## config.mk

```make
export PLATFORM = sky130hd
export DESIGN_NAME = usb_rx_framer
export DESIGN_NICKNAME = d
export VERILOG_FILES = /design/src/rtl/usb_rx_framer_pkg.sv /design/src/rtl/frame_byte_mux.sv /design/src/rtl/usb_rx_framer.sv
export SDC_FILE = /design/constraint.sdc
export NUM_CORES = 1
export LEC_CHECK = 0
export BUFFER_PORTS_ARGS = -buffer_cell sky130_fd_sc_hd__buf_4
export CAP_MARGIN = 15
export CORE_MARGIN = 3
export CORE_UTILIZATION = 35
export CTS_CLUSTER_SIZE = 10
export DETAILED_ROUTE_END_ITERATION = 10
export PLACE_DENSITY_LB_ADDON = 0.05
export SETUP_SLACK_MARGIN = 0.3
export SYNTH_ARGS = -nofsm -noshare
export SYNTH_HDL_FRONTEND = slang
export SYNTH_SLANG_ARGS = --single-unit
export TNS_END_PERCENT = 1
```

## constraint.sdc

```tcl
create_clock -name i_clk -period 1.9 [get_ports i_clk]
set_input_delay 0.285 -clock i_clk [delete_from_list [all_inputs] [get_ports i_clk]]
set_output_delay 0.285 -clock i_clk [all_outputs]
set_load 0.05 [all_outputs]
```

## src/rtl/usb_rx_framer_pkg.sv

```systemverilog
// Shared definitions for the receive-side frame builder.
// Holds the framer state encoding, the default start-of-frame marker and a
// helper that sizes the per-word / per-length byte index counter.
package usb_rx_framer_pkg;

    // Framer sequencing states, in frame emission order.
    typedef enum logic [2:0] {
        StIdle = 3'd0,
        StInfo = 3'd1,
        StSync = 3'd2,
        StStat = 3'd3,
        StLen  = 3'd4,
        StData = 3'd5,
        StChk  = 3'd6,
        StDone = 3'd7
    } framer_state_e;

    localparam logic [7:0] SyncByteDefault = 8'hA5;

    // Byte index width for n bytes; at least one bit so the counter always exists.
    function automatic int unsigned byte_idx_width(input int unsigned n);
        return (n > 1) ? $clog2(n) : 1;
    endfunction

endpackage

```

## src/rtl/frame_byte_mux.sv

```systemverilog
// Frame byte selector.
// Picks the byte to place on the Tx path from the current framer state, the
// latched status/length fields, the payload word, the running checksum and the
// byte index within the current multi-byte field. Outputs 8'h00 outside the
// byte-emitting states.
// Ports:
//   i_state     current framer state
//   i_status    latched status byte
//   i_length    latched length in words
//   i_byte_idx  byte index within the length field or payload word
//   i_data      payload word (MSB byte is sent first)
//   i_chk       running XOR checksum
//   o_byte      selected Tx byte
module frame_byte_mux
    import usb_rx_framer_pkg::*;
#(
    parameter int unsigned BPW       = 1,
    parameter int unsigned LEN_W     = 8,
    parameter int unsigned BIDX_W    = 1,
    parameter logic [7:0]  SYNC_BYTE = SyncByteDefault
) (
    input  framer_state_e       i_state,
    input  logic [7:0]          i_status,
    input  logic [LEN_W-1:0]    i_length,
    input  logic [BIDX_W-1:0]   i_byte_idx,
    input  logic [8*BPW-1:0]    i_data,
    input  logic [7:0]          i_chk,
    output logic [7:0]          o_byte
);

    localparam int unsigned LenBytes = LEN_W / 8;

    logic [7:0] w_len_byte;
    logic [7:0] w_data_byte;

    // Index 0 addresses the most significant byte of each field.
    always_comb begin
        w_len_byte = 8'h00;
        for (int i = 0; i < int'(LenBytes); i++) begin
            if (i_byte_idx == BIDX_W'(i)) begin
                w_len_byte = i_length[8*(int'(LenBytes)-1-i) +: 8];
            end
        end
    end

    always_comb begin
        w_data_byte = 8'h00;
        for (int i = 0; i < int'(BPW); i++) begin
            if (i_byte_idx == BIDX_W'(i)) begin
                w_data_byte = i_data[8*(int'(BPW)-1-i) +: 8];
            end
        end
    end

    always_comb begin
        o_byte = 8'h00;
        case (i_state)
            StSync:  o_byte = SYNC_BYTE;
            StStat:  o_byte = i_status;
            StLen:   o_byte = w_len_byte;
            StData:  o_byte = w_data_byte;
            StChk:   o_byte = i_chk;
            default: o_byte = 8'h00;
        endcase
    end

endmodule

```

## src/rtl/usb_rx_framer.sv

```systemverilog
// Receive frame builder.
// On a start request with packet info available, pops one info word and emits
// SYNC_BYTE, status, length (MSB first), the payload (each word MSB byte first)
// and optionally an XOR checksum into a byte-wide Tx FIFO, one byte per cycle,
// pausing whenever the Tx FIFO is full or the payload FIFO is empty.
// Ports:
//   i_clk, i_rst_n          clock, asynchronous active-low reset
//   i_start                 one-cycle frame request (ignored while busy)
//   o_busy, o_done          frame in progress / one-cycle completion pulse
//   i_info_data/_empty      FWFT info FIFO (status byte on top, length at bottom)
//   o_info_re               info FIFO pop
//   i_data/_empty, o_data_re  FWFT payload FIFO and its pop
//   i_tx_full               Tx FIFO full
//   o_tx_data, o_tx_send    Tx byte and write strobe
module usb_rx_framer
    import usb_rx_framer_pkg::*;
#(
    parameter int unsigned BPW       = 1,
    parameter int unsigned LEN_W     = 8,
    parameter int unsigned INFO_W    = 16,
    parameter logic [7:0]  SYNC_BYTE = SyncByteDefault,
    parameter bit          CHK_EN    = 1'b1
) (
    input  logic                i_clk,
    input  logic                i_rst_n,
    input  logic                i_start,
    output logic                o_busy,
    output logic                o_done,
    input  logic [INFO_W-1:0]   i_info_data,
    input  logic                i_info_empty,
    output logic                o_info_re,
    input  logic [8*BPW-1:0]    i_data,
    input  logic                i_data_empty,
    output logic                o_data_re,
    input  logic                i_tx_full,
    output logic [7:0]          o_tx_data,
    output logic                o_tx_send
);

    localparam int unsigned LenBytes = LEN_W / 8;
    localparam int unsigned BidxW    = byte_idx_width((BPW > LenBytes) ? BPW : LenBytes);

    localparam logic [BidxW-1:0] LastWordByte = BidxW'(BPW - 1);
    localparam logic [BidxW-1:0] LastLenByte  = BidxW'(LenBytes - 1);
    localparam logic [BidxW-1:0] IdxOne       = BidxW'(1);
    localparam logic [LEN_W-1:0] OneWord      = LEN_W'(1);

    // Where sequencing goes once the payload (or an empty payload) is finished.
    localparam framer_state_e AfterPayload = CHK_EN ? StChk : StDone;

    framer_state_e      r_state;
    framer_state_e      w_next_state;

    logic [7:0]         r_status;
    logic [LEN_W-1:0]   r_length;
    logic [LEN_W-1:0]   r_words_left;
    logic [BidxW-1:0]   r_byte_idx;
    logic [7:0]         r_chk;

    logic [7:0]         w_tx_byte;
    logic               w_emit;
    logic               w_send;
    logic               w_last_word_byte;
    logic               w_last_len_byte;
    logic               w_last_word;
    logic               w_unused_info;

    // Bits between the length field and the status byte carry nothing here.
    assign w_unused_info = ^i_info_data;

    assign w_emit = (r_state == StSync) || (r_state == StStat) || (r_state == StLen) ||
                    (r_state == StData) || (r_state == StChk);

    // A byte leaves only when the Tx FIFO has room; in DATA the payload word
    // must also be present, which covers the word-boundary stall.
    assign w_send = w_emit && !i_tx_full && !((r_state == StData) && i_data_empty);

    assign w_last_word_byte = (r_byte_idx == LastWordByte);
    assign w_last_len_byte  = (r_byte_idx == LastLenByte);
    assign w_last_word      = (r_words_left == OneWord);

    // State register
    always_ff @(posedge i_clk or negedge i_rst_n) begin
        if (!i_rst_n) begin
            r_state <= StIdle;
        end else begin
            r_state <= w_next_state;
        end
    end

    // Next-state logic
    always_comb begin
        w_next_state = r_state;
        case (r_state)
            StIdle: begin
                if (i_start && !i_info_empty) begin
                    w_next_state = StInfo;
                end
            end
            StInfo: w_next_state = StSync;
            StSync: begin
                if (w_send) begin
                    w_next_state = StStat;
                end
            end
            StStat: begin
                if (w_send) begin
                    w_next_state = StLen;
                end
            end
            StLen: begin
                if (w_send && w_last_len_byte) begin
                    w_next_state = (r_length == '0) ? AfterPayload : StData;
                end
            end
            StData: begin
                if (w_send && w_last_word_byte && w_last_word) begin
                    w_next_state = AfterPayload;
                end
            end
            StChk: begin
                if (w_send) begin
                    w_next_state = StDone;
                end
            end
            StDone:  w_next_state = StIdle;
            default: w_next_state = StIdle;
        endcase
    end

    // Outputs decoded from the registered state (start never reaches them)
    always_comb begin
        o_busy    = (r_state != StIdle) && (r_state != StDone);
        o_done    = (r_state == StDone);
        o_info_re = (r_state == StInfo);
        o_data_re = (r_state == StData) && w_send && w_last_word_byte;
        o_tx_send = w_send;
    end

    // Field latches, counters and checksum; all hold while no byte is sent.
    always_ff @(posedge i_clk or negedge i_rst_n) begin
        if (!i_rst_n) begin
            r_status     <= 8'h00;
            r_length     <= '0;
            r_words_left <= '0;
            r_byte_idx   <= '0;
            r_chk        <= 8'h00;
        end else begin
            case (r_state)
                StInfo: begin
                    r_status     <= i_info_data[INFO_W-1 -: 8];
                    r_length     <= i_info_data[LEN_W-1:0];
                    r_words_left <= i_info_data[LEN_W-1:0];
                    r_byte_idx   <= '0;
                    r_chk        <= 8'h00;
                end
                StStat: begin
                    if (w_send) begin
                        r_chk <= r_chk ^ w_tx_byte;
                    end
                end
                StLen: begin
                    if (w_send) begin
                        r_chk      <= r_chk ^ w_tx_byte;
                        r_byte_idx <= w_last_len_byte ? '0 : r_byte_idx + IdxOne;
                    end
                end
                StData: begin
                    if (w_send) begin
                        r_chk <= r_chk ^ w_tx_byte;
                        if (w_last_word_byte) begin
                            r_byte_idx   <= '0;
                            r_words_left <= r_words_left - OneWord;
                        end else begin
                            r_byte_idx <= r_byte_idx + IdxOne;
                        end
                    end
                end
                default: ;
            endcase
        end
    end

    frame_byte_mux #(
        .BPW       (BPW),
        .LEN_W     (LEN_W),
        .BIDX_W    (BidxW),
        .SYNC_BYTE (SYNC_BYTE)
    ) u_frame_byte_mux (
        .i_state    (r_state),
        .i_status   (r_status),
        .i_length   (r_length),
        .i_byte_idx (r_byte_idx),
        .i_data     (i_data),
        .i_chk      (r_chk),
        .o_byte     (w_tx_byte)
    );

    assign o_tx_data = w_tx_byte;

endmodule
```

==> results.py <==
metrics = {
    "synthesis": {
        "syn_area_um2": 2100,
        "synthArstFlopShare_pct": 100,
        "synth_warnings": 0,
        "synth_edf_count": 0,
        "ys_types": 43,
        "ys.flop_type": "dfrtp_1",
        "seq_area_frac_synth_pct": 41.7,
        "synth_fp_nets": 244,
        "avgSynthCellArea_um2": 9.90,
        "synth_cells": 212,
        "synth-seq-cells": 35,
    },
    "sta": {
        "relSlewSlack_pct": 57.4,
        "fin_skew_ns": 0.0133,
        "worst_slack_ns": -0.0461,
        "layout_min_cycle_time_ns": 1.95,
        "setup_violations": 4,
        "fmax_ghz": 0.514,
        "final.setup.tns_ns": -0.153,
        "drv_slew": 0,
        "hold_viol": 0,
        "post-route-period-util_pct": 102,
        "tightest_slew_ns": 0.633,
        "rsz0062_at_grt": "true",
    },
    "routing": {
        "dr.first_iter.drc_count": 105,
        "drc": 0,
        "dr_total_vias": 1854,
        "post_drt_wl_per_cell_um": 16.2,
        "dr.pass1.iters": 4,
        "final_antenna_net_count": 0,
        "finalWirelength_mm": 5.53,
        "via_per_inst": 5.42,
    },
    "die": {
        "die_h_um": 83.5,
        "rows": 27,
        "die-area_um2": 6960,
        "design.core.area_um2": 5640,
        "die_w_um": 83.5,
        "start_util_pct": 37.2,
        "io_pins": 43,
    },
    "status": {
        "violations": "negative setup slack",
        "status": "finished, violations left",
    },
    "power": {
        "p_clk_share_pct": 11.5,
        "power_density_nw_per_um2": 1930,
        "p_sw_mw": 2.61,
        "ir_worst_vdd_mv": 1.33,
        "seq_power_share_pct": 24.8,
        "power.internal_mw": 3.27,
        "sw_frac_of_total_pct": 44.4,
        "leakagePower_nw": 1.33,
        "p_comb_share_pct": 63.7,
    },
    "clock_tree": {
        "cts_tree": "built",
        "clockBufferDepth": 2,
        "cts.sinks": 35,
        "h-tree-depth": 2,
        "worst_skew_pair.late_latency_ns": 0.29,
        "root_buffer": "clkbuf_8",
        "clk_pin_slew_worst_paths_ns": 0.08,
        "cts_made_buffers": 5,
    },
    "global_routing": {
        "grt_pass1_vias": 1826,
        "grt_max_degree": 36,
        "grt_antenna_before_repair": 0,
        "grt_pass1_wl_mm": 9.15,
        "grt_util_met1_pct": 22.9,
        "met3_usage_pct": 3.85,
        "top_usage_layer": "met2",
        "overflow": 0,
        "track_usage_pct": 16.0,
        "met2_usage_pct": 24.9,
    },
    "placed_design": {
        "port_buffers": 42,
        "hpwl_mm": 3.84,
        "place_congestion": 0.785,
    },
    "critical_path": {
        "cp_max_fo": 27,
        "start_kind": "register",
        "arrival_ns": 1.66,
        "path_class": "register to output port",
        "worstSetupEndpointType": "output port",
        "crit_required_ns": 1.62,
    },
    "layout": {
        "layout.nets": 301,
        "drive_above_1_share_pct": 45.9,
        "area_delta_synth_final_pct": 45.1,
        "final_cell_mix": "buf_4 (45), dfrtp_1 (32), mux2_2 (17)",
        "n_antenna_cell": 0,
        "utilization_pct": 54.0,
        "layout_commonest_cell": "buf_4",
    },
    "min_path": {
        "hp-class": "primary input to register",
    },
    "flow_run": {
        "cap_violations": 0,
    },
}
## worst paths after layout
check,cells past startpoint,start,endpoint,slack (ns)
worst min-delay path,2,i_info_data[13],r_status[5]$_DFFE_PN0P_,0.22
min in group asynchronous,2,i_rst_n,r_words_left[6]$_DFFE_PN0P_,0.50
max in group asynchronous,2,i_rst_n,r_state[0]$_DFFE_PN0P_,1.05
worst max register to register,5,r_state[0]$_DFFE_PN0P_,r_chk[0]$_DFFE_PN0P_,0.17
worst min register to register,1,r_chk[6]$_DFFE_PN0P_,r_chk[6]$_DFFE_PN0P_,0.48
worst max-delay path,5,r_state[0]$_DFFE_PN0P_,o_tx_data[3],-0.05
## Yosys cell counts (all sizes together), types with 5 or more instances
cell type / number / share of area, %
nand3: 6 / 1.4
a21oi: 9 / 2.1
nand2b: 8 / 2.4
mux2: 19 / 10
inv: 10 / 1.8
o21ai: 17 / 4.1
clkbuf: 5 / 0.89
nand2: 7 / 1.3
buf: 10 / 3.0
mux2i: 10 / 4.8
nor2b: 5 / 1.5
nor2: 10 / 1.8
dfrtp: 35 / 42
and3: 6 / 1.8
nor4: 7 / 2.1
## worst max-delay path, stage by stage, from the launching register on
cell and delay [ns]:
dfrtp_2 0.42, buf_12 0.19, mux2i_1 0.24, o221a_2 0.27, clkinvlp_4 0.08, buf_4 0.18
## final cells by class
class                   count  area [µm²]
multi-input cells         152        1320
clock buffers               5        68.8
inverters                  10        45.0
well taps                  72        90.1
flip-flops and latches     35         880
fillers                   518        2600
repair buffers             65         597
clock inverters             3        43.8
## power groups by stage
stage	combinational, mW	clock, mW	sequential, mW
finish	3.74	0.674	1.46
global route	4.04	0.724	1.51
CTS	3.44	0.693	1.46
detailed placement	3.11	0	1.44
global placement	3.11	0	1.43
floorplan	2.39	0	1.31
## kinds of logic (layout without fill, tap and decap cells)
kind of cell	count (synthesis)	count (layout)	share of synthesized area, %
compound gates	54	54	17.9
fa+ha+maj	2	2	1.19
buf+inv	25	83	5.66
flops	35	35	41.7
mux	29	29	15.1
simple gates	67	67	18.4
## per-stage QoR
stage	std cells	hold WS (ns)	instance area (µm²)	power (mW)	setup WS, ns
3_5_place_dp	323	0.276	2640	4.55	0.140
4_1_cts	335	0.215	2890	5.59	-0.0943
3_3_place_gp	323	0.282	2640	4.54	0.176
5_1_grt	342	0.216	3050	6.28	-0.158
2_1_floorplan	212	-0.0106	2190	3.70	0.213
6_report	342	0.223	3050	5.87	-0.0461
## state kept, by name (all words and copies together) (netlist names)
name and flops:
r_chk 8, r_words_left 8, r_status 8, r_length 8
r_state 3
## repair_timing
item                       4_1_cts  5_1_grt
setup endpoints to repair       36       44
setup buffers                    3        7
hold endpoints to repair        35        0
pin swaps                        8        8
gates resized for setup         28       19
hold buffers                     1        0
## routing by layer
metal  part of all wire (%)  routed length, µm
met1                     49               2720
met4                   0.25                 14
met3                    4.0                220
met5                      0                  0
met2                     47               2570
No activity file was read; power rests on OpenSTA's default activity.
